$ cat src/rtl/axi_demux_ar_issue_if.sv
// AR issue bundle: upstream handshake, ID-table lookup/push, downstream issue and stall count.
// The DUT connects through the slave modport and the environment through the master modport.
interface axi_demux_ar_issue_if #(
   parameter int unsigned AxiLookBits = 3,
   parameter int unsigned NoMstPorts  = 4,
   parameter int unsigned SelWidth    = 2,
   parameter int unsigned CntWidth    = 4
);
   logic                   slv_ar_valid_i;
   logic                   slv_ar_ready_o;
   logic [AxiLookBits-1:0] slv_ar_id_i;
   logic [SelWidth-1:0]    slv_ar_sel_i;

   logic [AxiLookBits-1:0] lookup_axi_id_o;
   logic                   lookup_sel_taken_i;
   logic [SelWidth-1:0]    lookup_sel_i;
   logic [CntWidth-1:0]    in_flight_cnt_i;

   logic                   push_en_o;
   logic [AxiLookBits-1:0] push_axi_id_o;
   logic [SelWidth-1:0]    push_sel_o;

   logic [NoMstPorts-1:0]  mst_ar_valid_o;
   logic [NoMstPorts-1:0]  mst_ar_ready_i;
   logic [AxiLookBits-1:0] mst_ar_id_o;

   logic [15:0]            stall_cnt_o;

   modport slave (
      input  slv_ar_valid_i, slv_ar_id_i, slv_ar_sel_i,
             lookup_sel_taken_i, lookup_sel_i, in_flight_cnt_i, mst_ar_ready_i,
      output slv_ar_ready_o, lookup_axi_id_o, push_en_o, push_axi_id_o, push_sel_o,
             mst_ar_valid_o, mst_ar_id_o, stall_cnt_o
   );

   modport master (
      output slv_ar_valid_i, slv_ar_id_i, slv_ar_sel_i,
             lookup_sel_taken_i, lookup_sel_i, in_flight_cnt_i, mst_ar_ready_i,
      input  slv_ar_ready_o, lookup_axi_id_o, push_en_o, push_axi_id_o, push_sel_o,
             mst_ar_valid_o, mst_ar_id_o, stall_cnt_o
   );
endinterface

$ cat src/rtl/axi_demux_ar_issue.sv
// AR channel issue stage of an AXI demux: checks ID ordering and the outstanding limit,
// pushes into the in-flight table, then holds a one-hot AR valid on the selected master port.
module axi_demux_ar_issue #(
   parameter int unsigned AxiLookBits = 3,
   parameter int unsigned NoMstPorts  = 4,
   parameter int unsigned SelWidth    = 2,
   parameter int unsigned CntWidth    = 4,
   parameter int unsigned MaxTrans    = 8
) (
   input  logic                  clk_i,
   input  logic                  rst_i,
   axi_demux_ar_issue_if.slave   bus
);
   typedef enum logic {IDLE, HOLD} state_e;

   localparam logic [CntWidth-1:0] MaxCnt = CntWidth'(MaxTrans);

   state_e                 state_q;
   logic [AxiLookBits-1:0] id_q;
   logic [SelWidth-1:0]    sel_q;
   logic [15:0]            stall_q;

   logic                   block_cond;
   logic                   blocked;
   logic                   ready;
   logic                   handshake;
   logic [NoMstPorts-1:0]  valid_vec;
   logic                   sel_ready;

   always_comb begin
      block_cond = (bus.lookup_sel_taken_i && (bus.lookup_sel_i != bus.slv_ar_sel_i))
                   || (bus.in_flight_cnt_i >= MaxCnt);
      // Qualified by valid so idle request fields never influence ready or the stall count.
      blocked    = bus.slv_ar_valid_i && block_cond;
      ready      = (state_q == IDLE) && !rst_i && !blocked;
      handshake  = ready && bus.slv_ar_valid_i;

      valid_vec = '0;
      for (int unsigned i = 0; i < NoMstPorts; i++) begin
         valid_vec[i] = (state_q == HOLD) && (sel_q == SelWidth'(i));
      end
      sel_ready = |(valid_vec & bus.mst_ar_ready_i);
   end

   assign bus.lookup_axi_id_o = bus.slv_ar_id_i;
   assign bus.slv_ar_ready_o  = ready;
   assign bus.push_en_o       = handshake;
   assign bus.push_axi_id_o   = bus.slv_ar_id_i;
   assign bus.push_sel_o      = bus.slv_ar_sel_i;
   assign bus.mst_ar_valid_o  = valid_vec;
   assign bus.mst_ar_id_o     = id_q;
   assign bus.stall_cnt_o     = stall_q;

   always_ff @(posedge clk_i or posedge rst_i) begin
      if (rst_i) begin
         state_q <= IDLE;
         id_q    <= '0;
         sel_q   <= '0;
         stall_q <= '0;
      end else begin
         case (state_q)
            IDLE: begin
               if (handshake) begin
                  id_q    <= bus.slv_ar_id_i;
                  sel_q   <= bus.slv_ar_sel_i;
                  state_q <= HOLD;
               end
               if (blocked && (stall_q != '1)) begin
                  stall_q <= stall_q + 16'd1;
               end
            end
            HOLD: begin
               if (sel_ready) begin
                  state_q <= IDLE;
               end
            end
            default: state_q <= IDLE;
         endcase
      end
   end
endmodule

$ cat src/flat_wrapper.sv
// flat-port wrapper written by rule: the top's interface ports become plain ports
module axi_demux_ar_issue_flat 
#(
   parameter int unsigned AxiLookBits = 3,
   parameter int unsigned NoMstPorts  = 4,
   parameter int unsigned SelWidth    = 2,
   parameter int unsigned CntWidth    = 4,
   parameter int unsigned MaxTrans    = 8
)
  (clk_i, rst_i, bus_slv_ar_valid_i, bus_slv_ar_id_i, bus_slv_ar_sel_i, bus_lookup_sel_taken_i, bus_lookup_sel_i, bus_in_flight_cnt_i, bus_mst_ar_ready_i, bus_slv_ar_ready_o, bus_lookup_axi_id_o, bus_push_en_o, bus_push_axi_id_o, bus_push_sel_o, bus_mst_ar_valid_o, bus_mst_ar_id_o, bus_stall_cnt_o);
  axi_demux_ar_issue_if #(.AxiLookBits(AxiLookBits), .NoMstPorts(NoMstPorts), .SelWidth(SelWidth), .CntWidth(CntWidth)) bus_i ();
  input  logic clk_i;
  input  logic rst_i;
  input wire logic [$bits(bus_i.slv_ar_valid_i)-1:0] bus_slv_ar_valid_i;
  input wire logic [$bits(bus_i.slv_ar_id_i)-1:0] bus_slv_ar_id_i;
  input wire logic [$bits(bus_i.slv_ar_sel_i)-1:0] bus_slv_ar_sel_i;
  input wire logic [$bits(bus_i.lookup_sel_taken_i)-1:0] bus_lookup_sel_taken_i;
  input wire logic [$bits(bus_i.lookup_sel_i)-1:0] bus_lookup_sel_i;
  input wire logic [$bits(bus_i.in_flight_cnt_i)-1:0] bus_in_flight_cnt_i;
  input wire logic [$bits(bus_i.mst_ar_ready_i)-1:0] bus_mst_ar_ready_i;
  output wire logic [$bits(bus_i.slv_ar_ready_o)-1:0] bus_slv_ar_ready_o;
  output wire logic [$bits(bus_i.lookup_axi_id_o)-1:0] bus_lookup_axi_id_o;
  output wire logic [$bits(bus_i.push_en_o)-1:0] bus_push_en_o;
  output wire logic [$bits(bus_i.push_axi_id_o)-1:0] bus_push_axi_id_o;
  output wire logic [$bits(bus_i.push_sel_o)-1:0] bus_push_sel_o;
  output wire logic [$bits(bus_i.mst_ar_valid_o)-1:0] bus_mst_ar_valid_o;
  output wire logic [$bits(bus_i.mst_ar_id_o)-1:0] bus_mst_ar_id_o;
  output wire logic [$bits(bus_i.stall_cnt_o)-1:0] bus_stall_cnt_o;
  assign bus_i.slv_ar_valid_i = bus_slv_ar_valid_i;
  assign bus_i.slv_ar_id_i = bus_slv_ar_id_i;
  assign bus_i.slv_ar_sel_i = bus_slv_ar_sel_i;
  assign bus_i.lookup_sel_taken_i = bus_lookup_sel_taken_i;
  assign bus_i.lookup_sel_i = bus_lookup_sel_i;
  assign bus_i.in_flight_cnt_i = bus_in_flight_cnt_i;
  assign bus_i.mst_ar_ready_i = bus_mst_ar_ready_i;
  assign bus_slv_ar_ready_o = bus_i.slv_ar_ready_o;
  assign bus_lookup_axi_id_o = bus_i.lookup_axi_id_o;
  assign bus_push_en_o = bus_i.push_en_o;
  assign bus_push_axi_id_o = bus_i.push_axi_id_o;
  assign bus_push_sel_o = bus_i.push_sel_o;
  assign bus_mst_ar_valid_o = bus_i.mst_ar_valid_o;
  assign bus_mst_ar_id_o = bus_i.mst_ar_id_o;
  assign bus_stall_cnt_o = bus_i.stall_cnt_o;
  axi_demux_ar_issue #(.AxiLookBits(AxiLookBits), .NoMstPorts(NoMstPorts), .SelWidth(SelWidth), .CntWidth(CntWidth), .MaxTrans(MaxTrans)) u_core (.clk_i(clk_i), .rst_i(rst_i), .bus(bus_i));
endmodule
$ cat config.mk
export PLATFORM = sky130hd
export DESIGN_NAME = axi_demux_ar_issue_flat
export DESIGN_NICKNAME = d
export VERILOG_FILES = /design/src/rtl/axi_demux_ar_issue_if.sv /design/src/rtl/axi_demux_ar_issue.sv /design/src/flat_wrapper.sv
export SDC_FILE = /design/constraint.sdc
export NUM_CORES = 1
export LEC_CHECK = 0
export ABC_AREA = 1
export ABC_CLOCK_PERIOD_IN_PS = 3250
export CAP_MARGIN = 20
export CORE_MARGIN = 4
export CORE_UTILIZATION = 48
export CTS_CLUSTER_SIZE = 8
export DETAILED_ROUTE_END_ITERATION = 7
export PLACE_DENSITY = 0.86
export SYNTH_ARGS = -nofsm -noshare
export SYNTH_HDL_FRONTEND = slang
export SYNTH_SLANG_ARGS = --single-unit
export TNS_END_PERCENT = 10
$ cat constraint.sdc
create_clock -name clk_i -period 3.25 [get_ports clk_i]
set_input_delay 0.65 -clock clk_i [delete_from_list [all_inputs] [get_ports clk_i]]
set_output_delay 0.65 -clock clk_i [all_outputs]
set_load 0.1 [all_outputs]
==> metrics, run 1 <==
via count of the first global-routing pass 1279; initial standard-cell utilization of the core 0.509; final-layout fill cell count 268; buffer levels on the longest clock path 2; number of cell instances on the worst register-to-register path 8; final weighted congestion in routability-driven placement 0.802; maximum achievable frequency 374 MHz; number of CTS-inserted buffers 3; Syn-to-layout area delta 29.1%; DRC violation total after the first TritonRoute iteration 46; Reg2Reg Launch Point u_core.bus.stall_cnt_o[0]; slew at the pin closest to its max-slew limit 0.805 ns; Worst Setup End Kind output port; IO Count 52; leakage power of the design 0.955 nW; largest net degree at the start of global routing 23; Placement Rows 19; average instance area after synthesis 7.05 µm²; proportion of layout cells with a drive suffix above 1 0.193; area of the placeable core 2780 µm²; class of the worst hold path reg -> reg; Fin. Hold Viols 0; Fin Setup TNS 0 ns; Setup CP Type in -> out; Post-layout nets 265; number of flip-flops and latches in the synthesized netlist 22; Min-Delay Endpoint u_core.bus.mst_ar_id_o[2]; clock skew 0.00470 ns; instance area after placement 1810 µm²; capturing point of the worst reg2reg path u_core.bus.stall_cnt_o[4]; distinct cell type count of the synthesized netlist 24; routed length per instance 11.1 µm; reg-to-reg slack, setup 1.44 ns; Die X-Extent 62.3 µm; height of the die 62.3 µm; gate count of the mapped netlist 201; fraction of the core area covered by cells at the end of the flow 0.657; most common cell after layout, fill and taps aside sky130_fd_sc_hd__nand2_1; area of the die 3880 µm²; Hold Slack 0.500 ns; Max transition margin 0.463; Peak VDD IR 0.797 mV; Hold-fix buffers, CTS 0; run status completed; final setup violation count 0; Hold Path Depth 2; clock tree root driver cell sky130_fd_sc_hd__clkbuf_4; antenna diode instance count 0; total iterations of the first detailed-routing run 4; clock tree sinks 22; part of the Yosys area used for sequential elements 0.389; Max H-tree Level 1; worst hold start u_core.bus.mst_ar_id_o[2]; total routed wirelength 3040 µm; global route total overflow 0; total power 1.34 mW; most frequent cells in the layout sky130_fd_sc_hd__nand2_1, sky130_fd_sc_hd__buf_4, sky130_fd_sc_hd__dfrtp_1; average vias per placed instance 4.95; total vias in the final route 1355; number of setup buffers added after CTS 0; final routed DRC violation total 0; CP Data Arrival Time 2.02 ns; maximum fanout along the worst path 9; minimum period implied by the final worst setup slack 2.67 ns; cell area after technology mapping 1420 µm²; final-report max-slew violation count 0; syn nets 221; data required time at the worst endpoint 2.60 ns; antenna violations before repair 0; number of instances resized during post-cts repair 0; unrepaired setup endpoints after global routing false; maximum capacitance violations 0; wire length of the first global-routing pass 5300 µm; fin area 1830 µm²; TritonCTS clock tree done; clock insertion delay at the later pin of the skew report 0.31 ns; Yosys warning count 0; global-route total usage across every layer 0.165; Clk pin slew, worst setup/hold paths 0.11 ns; total half-perimeter wirelength after legalization and detailed placement 2440 µm; ratio of total power to cell area 733 nW/µm²; count of nets left with antenna violations after detail routing 0; startpoint type of the worst setup path primary input; total of buffers placed on input and output ports 48; period utilization 0.822
## critical path, cell delays in order
cell and delay [ns]:
sky130_fd_sc_hd__clkdlybuf4s50_1 0.45, sky130_fd_sc_hd__inv_1 0.09, sky130_fd_sc_hd__nand2_1 0.05, sky130_fd_sc_hd__nand2_1 0.05, sky130_fd_sc_hd__nand2_1 0.04, sky130_fd_sc_hd__nand2_1 0.08, sky130_fd_sc_hd__nand4_1 0.08, sky130_fd_sc_hd__buf_4 0.17
sky130_fd_sc_hd__inv_1 0.16, sky130_fd_sc_hd__buf_12 0.20
## synth_stat cells, drive strengths merged
cell type  count  area, µm²
nand3b         1       7.51
nand4          4       25.0
nand2         96        373
nor3           7       40.0
ha             1       12.5
inv           18       67.6
nand3          8       45.0
a21oi          2       10.0
o21ai          2       10.0
clkinv         1       3.75
xor2           6       52.6
and2           1       6.26
nor2          16       75.1
xnor2          6       52.6
buf           10       85.1
dfrtp         22        551
## layout make-up
cell class / count / area [µm²] / share of cell area
multi-input combinational: 150 / 714 / 0.391
clock buffer: 3 / 22.5 / 0.0123
tap: 31 / 38.8 / 0.0212
sequential: 22 / 551 / 0.301
timing repair buffer: 49 / 430 / 0.235
inverter: 19 / 71.3 / 0.0390
## kinds of logic (layout without fill, tap and decap cells)
family,after synthesis,count (layout),synth area share
DFF,22,22,0.389
AOI/OAI and AO/OA,4,4,0.0141
xor gates and xnor gates,12,12,0.0742
and+or+nand+nor,133,133,0.404
adders and majority gates,1,1,0.00883
buffers and inverters,29,71,0.110
## how the worst max path moves through the flow
stage,from,endpoint,slack (ns)
after floorplan,u_core.state_q,bus_mst_ar_valid_o[2],0.003
after global placement,bus_slv_ar_sel_i[0],bus_slv_ar_ready_o,0.60
after detailed placement,bus_slv_ar_sel_i[0],bus_push_en_o,0.57
after CTS,bus_slv_ar_sel_i[0],bus_push_en_o,0.57
after global routing,bus_slv_ar_sel_i[1],bus_slv_ar_ready_o,0.45
final,bus_slv_ar_sel_i[0],bus_push_en_o,0.58
## sequential cells by signal (all words and copies together) (netlist names)
signal                  cells
u_core.sel_q                2
u_core.bus.mst_ar_id_o      3
u_core.state_q              1
u_core.bus.stall_cnt_o     16
## power breakdown
group          switching, mW  internal, mW  total [mW]
combinational          0.632         0.173       0.805
sequential            0.0774         0.334       0.411
clock                 0.0806        0.0434       0.124
## metrics by stage
stage                     std cells  worst slack, ns
after floorplan                 201          0.00276
after global placement          271            0.597
after detailed placement        271            0.574
after CTS                       274            0.569
after global routing            274            0.451
final                           274            0.578
## routing by layer
layer  wire length (µm)  GRT usage  up-vias
met5                  0          0        -
met4                 46     0.0584        0
met3                285     0.0414        5
met2               1450      0.286       52
met1               1260      0.195      607
li1                   -          -      691
No activity file was read; power rests on OpenSTA's default activity.
==> run 2, diff against run 1 <==
- ABC_CLOCK_PERIOD_IN_PS: 3250 -> 2700
- CORE_UTILIZATION: 48 -> 44
- PLACE_DENSITY: 0.86 -> 0.8
- clock period: 3.25 -> 2.7 ns (I/O delays scaled with it)
==> run 2 against run 1 <==
- flip-flop and latch count stayed put
- power is 22% higher
- sequential power is 20% higher
- critical endpoint is now bus_slv_ar_ready_o
- largest cell class unchanged
- highest routed layer unchanged
==> metrics, run 2 (same netlist as run 1, synthesis figures left out) <==
unrepaired setup endpoints after global routing false (unchanged); ratio of total power to cell area 835 nW/µm² (was 733 nW/µm²); global-route total usage across every layer 0.160 (was 0.165); pre-CTS setup slack 0.290 ns (was 0.574 ns); final routed DRC violation total 0 (unchanged); Setup CP Type in -> out (unchanged); Fin Setup TNS 0 ns (unchanged); total iterations of the first detailed-routing run 4 (unchanged); standard cell with the maximum stage delay on the critical path sky130_fd_sc_hd__clkdlybuf4s50_1 (unchanged); Final WS setup 0.307 ns (was 0.578 ns); final weighted congestion in routability-driven placement 0.853 (was 0.802); Clk pin slew, worst setup/hold paths 0.11 ns (about the same); largest net degree at the start of global routing 23 (unchanged); Max H-tree Level 1 (unchanged); Post-layout nets 267 (was 265); area of the placeable core 3080 µm² (was 2780 µm²); average vias per placed instance 4.70 (was 4.95); final-report max-slew violation count 0 (unchanged); data required time at the worst endpoint 2.16 ns (was 2.60 ns); Hold Path Depth 2 (unchanged); most prevalent standard cell on the critical path sky130_fd_sc_hd__nand2_1 (unchanged); Max transition margin 0.457 (was 0.463); height of the die 64.7 µm (was 62.3 µm); via count of the first global-routing pass 1289 (was 1279); Peak VDD IR 0.709 mV (was 0.797 mV); antenna diode instance count 0 (unchanged); IO Count 52 (unchanged); fin area 1960 µm² (was 1830 µm²); leakage power of the design 1.00 nW (was 0.955 nW); area of the die 4190 µm² (was 3880 µm²); cell chain of the critical path clkdlybuf4s50_1, inv_1, nand2_1, nand2_1, nand2_1, nand2_1, a21oi_1, nor3_2, buf_12 (was clkdlybuf4s50_1, inv_1, nand2_1, nand2_1, nand2_1, nand2_1, nand4_1, buf_4, inv_1, buf_12); routed length per instance 10.8 µm (was 11.1 µm); maximum fanout along the worst path 3 (was 9); clock insertion delay at the later pin of the skew report 0.30 ns (was 0.31 ns); most common cell after layout, fill and taps aside sky130_fd_sc_hd__nand2_1 (unchanged); initial standard-cell utilization of the core 0.460 (was 0.509); number of cell instances on the worst register-to-register path 9 (was 8); clock skew 0.00560 ns (was 0.00470 ns); max reg flops 16 (unchanged); timing startpoint of the critical path bus_slv_ar_sel_i[0] (unchanged); Syn-to-layout area delta 38.3% (was 29.1%); most frequent cells in the layout sky130_fd_sc_hd__nand2_1, sky130_fd_sc_hd__buf_4, sky130_fd_sc_hd__dfrtp_1 (unchanged); total vias in the final route 1359 (was 1355); clock tree sinks 22 (unchanged); class of the worst hold path reg -> reg (unchanged); count of nets left with antenna violations after detail routing 0 (unchanged); maximum achievable frequency 418 MHz; buffer levels on the longest clock path 2 (unchanged); Fin. Hold Viols 0 (unchanged); final instance count without filler cells 289 (was 274); Placement Rows 20 (was 19); worst hold start u_core.bus.mst_ar_id_o[0] (was u_core.bus.mst_ar_id_o[2]); total half-perimeter wirelength after legalization and detailed placement 2500 µm (was 2440 µm); Worst Setup End Kind output port (unchanged); slew at the pin closest to its max-slew limit 0.814 ns (was 0.805 ns); period utilization 0.886; final setup violation count 0 (unchanged); instance area after placement 1940 µm² (was 1810 µm²); run status completed (unchanged); Hold-fix buffers, CTS 0 (unchanged); DRC violation total after the first TritonRoute iteration 112 (was 46); startpoint type of the worst setup path primary input (unchanged); number of placed instances with taps included 286 (was 271); TritonCTS clock tree done (unchanged); clock tree root driver cell sky130_fd_sc_hd__clkbuf_4 (unchanged); minimum period implied by the final worst setup slack 2.39 ns; total of buffers placed on input and output ports 48 (unchanged); maximum capacitance violations 0 (unchanged); Reg2Reg Launch Point u_core.bus.stall_cnt_o[0] (unchanged); global route total overflow 0 (unchanged); number of instances resized during post-cts repair 0 (unchanged); Die X-Extent 64.7 µm (was 62.3 µm); number of setup buffers added after CTS 0 (unchanged); wire length of the first global-routing pass 5340 µm (was 5300 µm); number of CTS-inserted buffers 3 (unchanged); total routed wirelength 3130 µm (was 3040 µm); CP Data Arrival Time 1.85 ns (was 2.02 ns); proportion of layout cells with a drive suffix above 1 0.200 (was 0.193); antenna violations before repair 0 (unchanged); delay contributed by the slowest stage of the critical path 0.47 ns (was 0.45 ns)
[run 2: cell count changes in the layout (fill, tap and decap cells not counted)]
cell                     change
sky130_fd_sc_hd__buf_12      +8
sky130_fd_sc_hd__buf_4       -6
[run 2: final timing paths]
| path | end | slack, ns |
|---|---|---|
| min in group asynchronous | u_core.sel_q[1] | 0.77 |
| worst max-delay path | bus_slv_ar_ready_o | 0.31 |
| worst max register to register | u_core.bus.stall_cnt_o[9] | 1.00 |
| worst min register to register | u_core.bus.mst_ar_id_o[0] | 0.50 |
| worst min-delay path | u_core.bus.mst_ar_id_o[0] | 0.50 |
| max in group asynchronous | u_core.bus.stall_cnt_o[14] | 1.43 |
[run 2: critical path, delay by kind of cell]
| family | cells | cell delay (ns) |
|---|---|---|
| AO/OA/AOI/OAI | 1 | 0.09 |
| AND/OR/NAND/NOR | 5 | 0.43 |
| buffers and inverters | 3 | 0.78 |
[run 2: final cells by class]
cell class | instances | area (µm²)
fill | 287 | 1120
multi-input combinational | 150 | 714
sequential | 22 | 551
timing repair buffer | 51 | 546
inverter | 19 | 71.3
tap | 44 | 55.1
clock buffer | 3 | 22.5
[run 2: per-layer routing]
metal  GRT usage  vias to the layer above  share of wire
met5           0                        -              0
met4      0.0475                        0         0.0048
met3      0.0503                        2          0.082
met2       0.264                       48           0.47
met1       0.199                      609           0.44
li1            -                      700              -
[run 2: through the flow]
| step | power, mW | hold slack (ns) | util |
|---|---|---|---|
| after global routing | 1.72 | 0.557 | 0.637 |
| after floorplan | 1.27 | 0.498 | - |
| final | 1.64 | 0.505 | 0.637 |
| after detailed placement | 1.50 | 0.475 | 0.629 |
| after CTS | 1.65 | 0.509 | 0.637 |
| after global placement | 1.49 | 0.471 | 0.629 |
[run 2: power by group]
group / leakage [nW] / switching [mW] / internal (mW)
registers: 0.294 / 0.0918 / 0.402
clock network: 0.0138 / 0.0942 / 0.0520
logic: 0.694 / 0.767 / 0.229
==> patch (settings of run 2) <==
`AxiLookBits` is set to 3 in 3 places; all go to 6.
--- a/src/rtl/axi_demux_ar_issue_if.sv
+++ b/src/rtl/axi_demux_ar_issue_if.sv
@@ -1,7 +1,7 @@
 // AR issue bundle: upstream handshake, ID-table lookup/push, downstream issue and stall count.
 // The DUT connects through the slave modport and the environment through the master modport.
 interface axi_demux_ar_issue_if #(
-   parameter int unsigned AxiLookBits = 3,
+   parameter int unsigned AxiLookBits = 6,
    parameter int unsigned NoMstPorts  = 4,
    parameter int unsigned SelWidth    = 2,
    parameter int unsigned CntWidth    = 4
--- a/src/rtl/axi_demux_ar_issue.sv
+++ b/src/rtl/axi_demux_ar_issue.sv
@@ -1,7 +1,7 @@
 // AR channel issue stage of an AXI demux: checks ID ordering and the outstanding limit,
 // pushes into the in-flight table, then holds a one-hot AR valid on the selected master port.
 module axi_demux_ar_issue #(
-   parameter int unsigned AxiLookBits = 3,
+   parameter int unsigned AxiLookBits = 6,
    parameter int unsigned NoMstPorts  = 4,
    parameter int unsigned SelWidth    = 2,
    parameter int unsigned CntWidth    = 4,
--- a/src/flat_wrapper.sv
+++ b/src/flat_wrapper.sv
@@ -1,7 +1,7 @@
 // flat-port wrapper written by rule: the top's interface ports become plain ports
 module axi_demux_ar_issue_flat 
 #(
-   parameter int unsigned AxiLookBits = 3,
+   parameter int unsigned AxiLookBits = 6,
    parameter int unsigned NoMstPorts  = 4,
    parameter int unsigned SelWidth    = 2,
    parameter int unsigned CntWidth    = 4,
Ports: changed (resized bus_lookup_axi_id_o, bus_mst_ar_id_o, bus_push_axi_id_o and bus_slv_ar_id_i); port bits go from 52 to 64. No check against the original RTL was run, so the function may have changed too.
==> patch against run 2 <==
  * Routed wire length rose by 12%
  * Clock skew fell by 0.00059 ns
  * Sequential share of layout area barely moved
  * Synthesized cell count rose by 9.5%
  * Cell area rose by 14%
  * Setup slack got worse by 0.049 ns
  * Combinational power rose by 26%
  * Via count rose by 7.8%
  * Area after synthesis rose by 8.9%
  * Largest cell class is now buffers
  * Sequential cell count rose by 3
  * Power rose by 21%
  * Count of clock-buffer cells in the layout rose by 1
  * Register-to-register slack barely moved
==> patch: results (changes against run 2) <==
[final_layout]
antenna_cells=0  ; unchanged
drive_above_1_share_pct=20.3  ; +0.30 points
largest_reg_flops=16  ; unchanged
nets=295  ; +10%
num-fill-cells=307  ; +7.0%

[pwr]
p_leak_nw=1.14  ; +14%
ir_worst_vdd_mv=0.726  ; +2.4%
switching_share_pct=59.2  ; +0.95 points

[logic_synthesis]
avgSynthCellArea_um2=7.01  ; -0.48%
synth_compound_area_share_pct=1.87  ; +0.45 points
synth_top_flop_cell=dfrtp_1
synth_cell_types=18  ; -25%
synth.area.mux_share_pct=0  ; unchanged
synthesis.nets=243  ; +10%
synth-async-reset-ratio_pct=100  ; unchanged
synth-xor-area-share_pct=6.81  ; -0.61 points
ys_seq_area_share_pct=40.6  ; +1.7 points
synthTopCellsByArea=dfrtp_1 (41%), nand2_1 (25%), buf_4 (7.3%)
synth_common_cells=nand2_1 (103), dfrtp_1 (25), inv_1 (19)
yosys.area_share.adder_pct=0.811  ; -0.072 points

[route]
wl_per_cell_um=11.0  ; +1.9%
wirelength_um=3500  ; +12%
top_layer=met4
dr.pass1.iters=4  ; unchanged
wl_met1_um=1410  ; +2.4%
drtIter0Drc=57  ; -49%
dr_wl_met2_um=1680  ; +13%
wl_met3_um=319  ; +24%
via_per_inst=4.62  ; -1.7%

[grt]
grt_max_degree=17  ; -26%
gr-usage-all-layers_pct=17.7  ; +1.7 points
first_global_vias=1518  ; +18%
grt_antenna_before_repair=0  ; unchanged
globalRouteMet1Util_pct=19.8  ; -0.079 points
met3_usage_pct=5.32  ; +0.30 points
grt_use_met2_pct=31.0  ; +4.6 points
grt_pass1_wl_um=6200  ; +16%

[placement]
place_inst=313  ; +9.4%
place_congestion=0.900  ; +5.6%
hpwlAfterDp_um=2830  ; +13%
port_buffers=60  ; +25%

[hold_path]
min_from=u_core.bus.mst_ar_id_o[3]$_DFFE_PP0P_
hold_class=reg -> reg

[cts]
path_clk_slew_ns=0.13  ; +0.02 ns
clk-insertion-delay-late_ns=0.32  ; +0.02 ns
post_cts_buffers=0  ; unchanged
numCtsBuffers=3  ; unchanged
htreeDepth=1  ; unchanged
cts-resized-gates=0  ; unchanged

[critical_path]
reg2reg_from=u_core.bus.stall_cnt_o[0]$_DFFE_PP0P_
crit_path_start=bus_slv_ar_sel_i[1]
cp_max_fo=3  ; unchanged
max_stage_delay_ns=0.55  ; +0.08 ns
cp_top_family=buffers and inverters
critPathArrivalTime_ns=1.90  ; +0.05 ns

[outcome]
status=finished, final reports clean

[sta]
slew_headroom_pct=65.9  ; +20 points
clock_skew_ns=0.00501  ; -0.000590 ns

-- patch: cell type report --
cell class	instances	area share (%)
repair buffers	64	32.5
clock buffers	4	1.18
well taps	46	2.58
flip-flops and latches	25	28.1
inverters	19	3.20
multi-input cells	159	32.4
-- patch: final timing paths --
check / slack [ns] / to / cells after the start
max reg2reg: 1.00 / u_core.bus.stall_cnt_o[6]$_DFFE_PP0P_ / 9
min in group asynchronous: 0.60 / u_core.bus.stall_cnt_o[7]$_DFFE_PP0P_ / 2
min reg2reg: 0.49 / u_core.bus.mst_ar_id_o[3]$_DFFE_PP0P_ / 2
max in group asynchronous: 1.53 / u_core.bus.stall_cnt_o[11]$_DFFE_PP0P_ / 3
min: 0.49 / u_core.bus.mst_ar_id_o[3]$_DFFE_PP0P_ / 2
max: 0.26 / bus_slv_ar_ready_o / 9
-- patch: through the flow --
| step | TNS, ns | setup slack, ns | area, um2 | total power [mW] |
|---|---|---|---|---|
| floorplan | -2.02 | -0.437 | 1550 | 1.54 |
| global placement | 0 | 0.291 | 2200 | 1.81 |
| detailed placement | 0 | 0.254 | 2200 | 1.82 |
| CTS | 0 | 0.253 | 2230 | 1.99 |
| global route | 0 | 0.129 | 2230 | 2.07 |
| finish | 0 | 0.259 | 2230 | 1.97 |
-- patch: power groups by stage --
stage	sequential, mW	clock (mW)	combinational (mW)
2_1_floorplan	1.08	0	0.452
3_3_place_gp	0.562	0	1.25
3_5_place_dp	0.564	0	1.26
4_1_cts	0.558	0.173	1.26
5_1_grt	0.575	0.183	1.31
6_report	0.559	0.167	1.25
-- patch: cell families after synthesis --
kind of cell | after synthesis
flip-flops | 25
AO/OA/AOI/OAI | 5
adder cells (fa/ha/maj) | 1
buffers and inverters | 36
AND/OR/NAND/NOR | 141
XOR/XNOR | 12
